File: config.mk
export PLATFORM = sky130hd
export DESIGN_NAME = pid_ctrl_flat
export DESIGN_NICKNAME = d
export VERILOG_FILES = /design/src/rtl/pid_ctrl_if.sv /design/src/rtl/pid_ctrl.sv /design/src/flat_wrapper.sv
export SDC_FILE = /design/constraint.sdc
export NUM_CORES = 1
export LEC_CHECK = 0
export BUFFER_PORTS_ARGS = -buffer_cell sky130_fd_sc_hd__buf_2
export CORE_MARGIN = 3
export CORE_UTILIZATION = 25
export DETAILED_ROUTE_END_ITERATION = 12
export GPL_TIMING_DRIVEN = 0
export PLACE_DENSITY = 0.45
export SLEW_MARGIN = 25
export SYNTH_ARGS = -nofsm -noshare
export SYNTH_HDL_FRONTEND = slang
export SYNTH_SLANG_ARGS = --single-unit
File: constraint.sdc
create_clock -name clk -period 13.5 [get_ports clk]
set_input_delay 2.7 -clock clk [delete_from_list [all_inputs] [get_ports clk]]
set_output_delay 2.7 -clock clk [all_outputs]
set_load 0.01 [all_outputs]
File: src/rtl/pid_ctrl_if.sv
// Sample-in / control-word-out bundle between the pitch estimator and the PID compensator.
// The master drives error samples and pwr_up; the slave returns the registered control word.
interface pid_ctrl_if;
    logic        err_vld;
    logic [15:0] ptch_err;
    logic        pwr_up;
    logic [11:0] PID_cntrl;
    logic        out_vld;

    modport master (
        output err_vld,
        output ptch_err,
        output pwr_up,
        input  PID_cntrl,
        input  out_vld
    );

    modport slave (
        input  err_vld,
        input  ptch_err,
        input  pwr_up,
        output PID_cntrl,
        output out_vld
    );
endinterface

File: src/rtl/pid_ctrl.sv
// Saturating PID compensator: 16b pitch error in, 12b signed control word out, one cycle later.
// Output is registered; there is no backpressure, so every err_vld gives exactly one out_vld pulse.
module pid_ctrl #(
    parameter logic [4:0] P_COEFF = 5'd9,
    parameter logic [5:0] D_COEFF = 6'd6,
    parameter int         D_DEPTH = 2
) (
    input  logic      clk,
    input  logic      rst_n,
    pid_ctrl_if.slave bus
);

    logic signed [9:0]  err_sat;
    logic signed [14:0] err_ext15;
    logic signed [14:0] p_gain;
    logic signed [14:0] p_term;

    logic signed [17:0] integ_q, integ_d;
    logic signed [17:0] integ_add;
    logic               integ_ovf;
    logic signed [11:0] i_term;

    logic signed [9:0]  hist_q [D_DEPTH];
    logic signed [9:0]  hist_d [D_DEPTH];
    logic signed [9:0]  prev_err;
    logic signed [10:0] d_diff;
    logic signed [6:0]  d_sat;
    logic signed [12:0] d_ext13;
    logic signed [12:0] d_gain;
    logic signed [12:0] d_term;

    logic signed [15:0] sum;
    logic        [11:0] pid_q, pid_d;
    logic               out_vld_q;

    // In range only when bits [15:9] are all copies of the sign bit.
    always_comb begin
        if (!bus.ptch_err[15] && (|bus.ptch_err[14:9])) begin
            err_sat = 10'h1FF;
        end else if (bus.ptch_err[15] && !(&bus.ptch_err[14:9])) begin
            err_sat = 10'h200;
        end else begin
            err_sat = bus.ptch_err[9:0];
        end
    end

    assign err_ext15 = {{5{err_sat[9]}}, err_sat};
    assign p_gain    = {10'd0, P_COEFF};
    assign p_term    = err_ext15 * p_gain;

    assign integ_add = integ_q + {{8{err_sat[9]}}, err_sat};
    assign integ_ovf = (integ_q[17] == err_sat[9]) && (integ_add[17] != integ_q[17]);

    // pwr_up low clears the integrator every cycle, even without a sample.
    always_comb begin
        if (!bus.pwr_up) begin
            integ_d = '0;
        end else if (bus.err_vld && !integ_ovf) begin
            integ_d = integ_add;
        end else begin
            integ_d = integ_q;
        end
    end

    assign i_term = integ_d[17:6];

    always_comb begin
        for (int i = 0; i < D_DEPTH; i++) begin
            hist_d[i] = hist_q[i];
        end
        if (bus.err_vld) begin
            hist_d[0] = err_sat;
            for (int i = 1; i < D_DEPTH; i++) begin
                hist_d[i] = hist_q[i-1];
            end
        end
    end

    assign prev_err = hist_q[D_DEPTH-1];
    assign d_diff   = {err_sat[9], err_sat} - {prev_err[9], prev_err};

    always_comb begin
        if (!d_diff[10] && (|d_diff[9:6])) begin
            d_sat = 7'h3F;
        end else if (d_diff[10] && !(&d_diff[9:6])) begin
            d_sat = 7'h40;
        end else begin
            d_sat = d_diff[6:0];
        end
    end

    assign d_ext13 = {{6{d_sat[6]}}, d_sat};
    assign d_gain  = {7'd0, D_COEFF};
    assign d_term  = d_ext13 * d_gain;

    assign sum = {p_term[14], p_term}
               + {{4{i_term[11]}}, i_term}
               + {{3{d_term[12]}}, d_term};

    always_comb begin
        if (!sum[15] && (|sum[14:11])) begin
            pid_d = 12'h7FF;
        end else if (sum[15] && !(&sum[14:11])) begin
            pid_d = 12'h800;
        end else begin
            pid_d = sum[11:0];
        end
    end

    always_ff @(posedge clk) begin
        if (!rst_n) begin
            integ_q   <= '0;
            pid_q     <= '0;
            out_vld_q <= 1'b0;
            for (int i = 0; i < D_DEPTH; i++) begin
                hist_q[i] <= '0;
            end
        end else begin
            integ_q   <= integ_d;
            out_vld_q <= bus.err_vld;
            if (bus.err_vld) begin
                pid_q <= pid_d;
            end
            for (int i = 0; i < D_DEPTH; i++) begin
                hist_q[i] <= hist_d[i];
            end
        end
    end

    assign bus.PID_cntrl = pid_q;
    assign bus.out_vld   = out_vld_q;

endmodule

File: src/flat_wrapper.sv
// flat-port wrapper written by rule: the top's interface ports become plain ports
module pid_ctrl_flat 
#(
    parameter logic [4:0] P_COEFF = 5'd9,
    parameter logic [5:0] D_COEFF = 6'd6,
    parameter int         D_DEPTH = 2
)
  (clk, rst_n, bus_err_vld, bus_ptch_err, bus_pwr_up, bus_PID_cntrl, bus_out_vld);
  pid_ctrl_if bus_i ();
  input  logic clk;
  input  logic rst_n;
  input wire logic [$bits(bus_i.err_vld)-1:0] bus_err_vld;
  input wire logic [$bits(bus_i.ptch_err)-1:0] bus_ptch_err;
  input wire logic [$bits(bus_i.pwr_up)-1:0] bus_pwr_up;
  output wire logic [$bits(bus_i.PID_cntrl)-1:0] bus_PID_cntrl;
  output wire logic [$bits(bus_i.out_vld)-1:0] bus_out_vld;
  assign bus_i.err_vld = bus_err_vld;
  assign bus_i.ptch_err = bus_ptch_err;
  assign bus_i.pwr_up = bus_pwr_up;
  assign bus_PID_cntrl = bus_i.PID_cntrl;
  assign bus_out_vld = bus_i.out_vld;
  pid_ctrl #(.P_COEFF(P_COEFF), .D_COEFF(D_COEFF), .D_DEPTH(D_DEPTH)) u_core (.clk(clk), .rst_n(rst_n), .bus(bus_i));
endmodule
==> metrics.md <==
| Metric | Value |
|---|---|
| Drt wl/cell | `15.4 um` |
| Status | `finished clean` |
| Peak VDD IR | `184 uV` |
| Synth Cell Area | `0.00573 mm^2` |
| CTS Buf Count | `5` |
| Critical-path top delay cell | `fa_1` |
| Crit path max-delay family | `compound AO/OA/AOI/OAI gates` |
| Critical path class | `in -> reg` |
| Post-synth EDFFs | `0` |
| Area of the core | `0.0222 mm^2` |
| Syn-to-layout area delta | `12.1%` |
| Synth Flop Type | `dfxtp_1` |
| Switching share of total power | `51.5%` |
| # clock sinks | `51` |
| Maximum clock rate | `0.0839 GHz` |
| CP endpoint kind | `flip-flop` |
| Post-layout power | `1.71 mW` |
| Number of global-route vias before repair | `4653` |
| CTS root buf | `clkbuf_16` |
| Clock buffer depth | `2` |
| Max-capacitance violation count | `0` |
| Netlist cell types | `74` |
| Mean Syn Cell Area | `8.64 um^2` |
| FILL cells | `2395` |
| Synth async-reset ratio | `0%` |
| Slew Viols, Final | `0` |
| HP Class | `reg -> reg` |
| Die area | `0.0248 mm^2` |
| Hold buffers post-CTS | `0` |
| CP dominant cell by count | `ha_1` |
| Setup Total Neg Slack | `0 ns` |
| Post-synth net total | `786` |
| Leak pwr | `2.86 nW` |
| Clock network power share | `10.1%` |
| Clk_lat worst skew | `0.30 ns` |
| Min Tclk post-route | `11.92 ns` |
| Port bufs | `29` |
| Hold_ws | `0.472 ns` |
| Final wirelength | `15.1 mm` |
| WP data required | `13.68 ns` |
| Register area | `0.00102 mm^2` |
| Overflow after GRT | `0` |
| Power Density | `267 mW/mm^2` |
| Worst-Margin Slew | `0.902 ns` |
| Crit start category | `input port` |
| Vias/cell | `4.72` |
| Initial Util | `25.9%` |
| Setup ws final | `1.58 ns` |
| DR pass1 iterations | `4` |
| Die extent in x | `157 um` |
| DRC violations left | `0` |
| Diode count | `0` |
| # rows | `54` |
| #FFs+latches synth | `51` |
| CTS H-tree depth | `2` |
| Die extent in y | `157 um` |
| Post-DP HPWL | `12.2 mm` |
| Combinational Power Share | `79.1%` |
| Place WS | `1.10 ns` |
| Routability congestion estimate | `0.791` |
| Slew Limit Headroom | `39.9%` |
| RSZ-0062 raised after global routing | `no` |
| First-pass GRT wire length | `25.1 mm` |
| Int Pwr | `0.831 mW` |
| Max stage delay on crit path | `0.58 ns` |
| Final period utilization | `88.3%` |
| Fraction of layout cells with a size suffix above 1 | `11.4%` |
| Non-filler cells, final | `980` |
| Initial antenna violation count | `0` |
| Post-DP Area | `0.00622 mm^2` |
| Sequential fraction of the synthesis area | `17.8%` |
| Sequential Power Share | `10.8%` |
| Commonest cells after routing, fill and taps aside | `inv_1, ha_1, dfxtp_1, a21oi_1, o21ai_0` |
| Ys Warns | `0` |
| Final net count | `822` |
| CP max FO | `10` |
| Footprint of the multi-input gates | `0.00428 mm^2` |
| Dpl cells | `972` |
| Final design utilization | `29.0%` |
| Via count | `4623` |
| # setup viols final | `0` |
| CTS resizes | `0` |
| Global Route Usage Sum | `12.7%` |
| Mapped Cells | `663` |
| Antenna-violating nets left | `0` |
| NetSw | `0.883 mW` |
| CP arrival | `12.10 ns` |
| Buf+Inv Stages, Crit Path | `5` |
| Fin area | `0.00642 mm^2` |
| Skew final | `0.0142 ns` |
| Largest net degree at the start of global routing | `18` |
| Setup repair bufs after CTS | `0` |
| Worst-path clk slew | `0.08 ns` |
| Io pins | `33` |
| Drt initial violations | `269` |
| Final Hold Viols | `0` |
| TritonCTS clock tree | `yes` |
per-layer routing:
metal / GRT usage, % / share of wire [%] / vias up
li1: - / - / 2433
met1: 19.3 / 54 / 2128
met2: 19.2 / 42 / 55
met3: 2.03 / 3.2 / 7
met4: 1.86 / 0.70 / 0
met5: 0 / 0 / -
logic make-up after synthesis:
group / count (synthesis) / synth area share [%]
flip-flops: 51 / 17.8
buffers and inverters: 105 / 7.53
multiplexers: 24 / 4.19
XOR/XNOR: 32 / 4.89
AND/OR/NAND/NOR: 142 / 13.5
AO/OA/AOI/OAI: 206 / 26.3
adder cells (fa/ha/maj): 103 / 25.8
worst paths after layout:
check                                          start                      end  slack, ns  cells past startpoint
worst max-delay path                bus_ptch_err[15]  u_core.bus.PID_cntrl[9]       1.58                     36
worst min-delay path               u_core.integ_q[3]        u_core.integ_q[3]       0.47                      2
worst max register to register  u_core.hist_q[0][10]  u_core.bus.PID_cntrl[9]       4.78                     33
worst min register to register     u_core.integ_q[3]        u_core.integ_q[3]       0.47                      2
worst register-to-register path: cells and delay by family, from the launching register on:
kind	cells	cell delay [ns]
AOI/OAI and AO/OA	14	3.56
adders and majority gates	8	3.05
xor gates and xnor gates	2	0.61
and+or+nand+nor	4	0.45
DFF	1	0.39
muxes	1	0.27
buffers and inverters	4	0.26
layout make-up:
cell class                 instances  share of cell area [%]
multi-input combinational        507                    66.6
sequential                        51                    15.9
tap                              280                    5.46
inverter                          79                    4.62
timing repair buffer              29                    2.26
buffer                            26                    2.10
clock buffer                       5                    1.95
clock inverter                     3                    1.11
synth_stat cells (4+ instances only):
cell type | number | area, um^2
o21bai_1 | 7 | 52.6
fa_1 | 25 | 500
nor2_1 | 25 | 93.8
o22ai_2 | 9 | 113
o211ai_1 | 7 | 52.6
nor2b_1 | 24 | 150
mux2i_1 | 24 | 240
inv_1 | 78 | 293
a31oi_1 | 4 | 25.0
a21oi_1 | 43 | 215
ha_1 | 78 | 976
buf_6 | 4 | 45.0
or3_1 | 5 | 31.3
and3_1 | 8 | 50.1
o21a_1 | 17 | 128
clkbuf_1 | 17 | 63.8
a21o_1 | 17 | 128
o21ai_0 | 33 | 165
xnor2_1 | 24 | 210
dfxtp_1 | 51 | 1020
a21oi_2 | 4 | 35.0
nand3_1 | 18 | 90.1
nand4_1 | 4 | 25.0
a211oi_1 | 4 | 30.0
xor2_1 | 8 | 70.1
nand2b_1 | 9 | 56.3
nor3_1 | 6 | 30.0
nand2_1 | 24 | 90.1
o21ai_1 | 15 | 75.1
power groups by stage:
stage / combinational (mW) / clock (mW) / sequential [mW]
detailed placement: 1.35 / 0 / 0.189
CTS: 1.36 / 0.176 / 0.186
finish: 1.36 / 0.173 / 0.185
floorplan: 1.05 / 0 / 0.194
global route: 1.56 / 0.181 / 0.188
global placement: 1.36 / 0 / 0.189
registers in the layout, indices dropped and copies added (netlist names):
signal	count
u_core.hist_q	20
u_core.bus.out_vld	1
u_core.integ_q	18
u_core.bus.PID_cntrl	12
(Power assumes the default switching activity.)
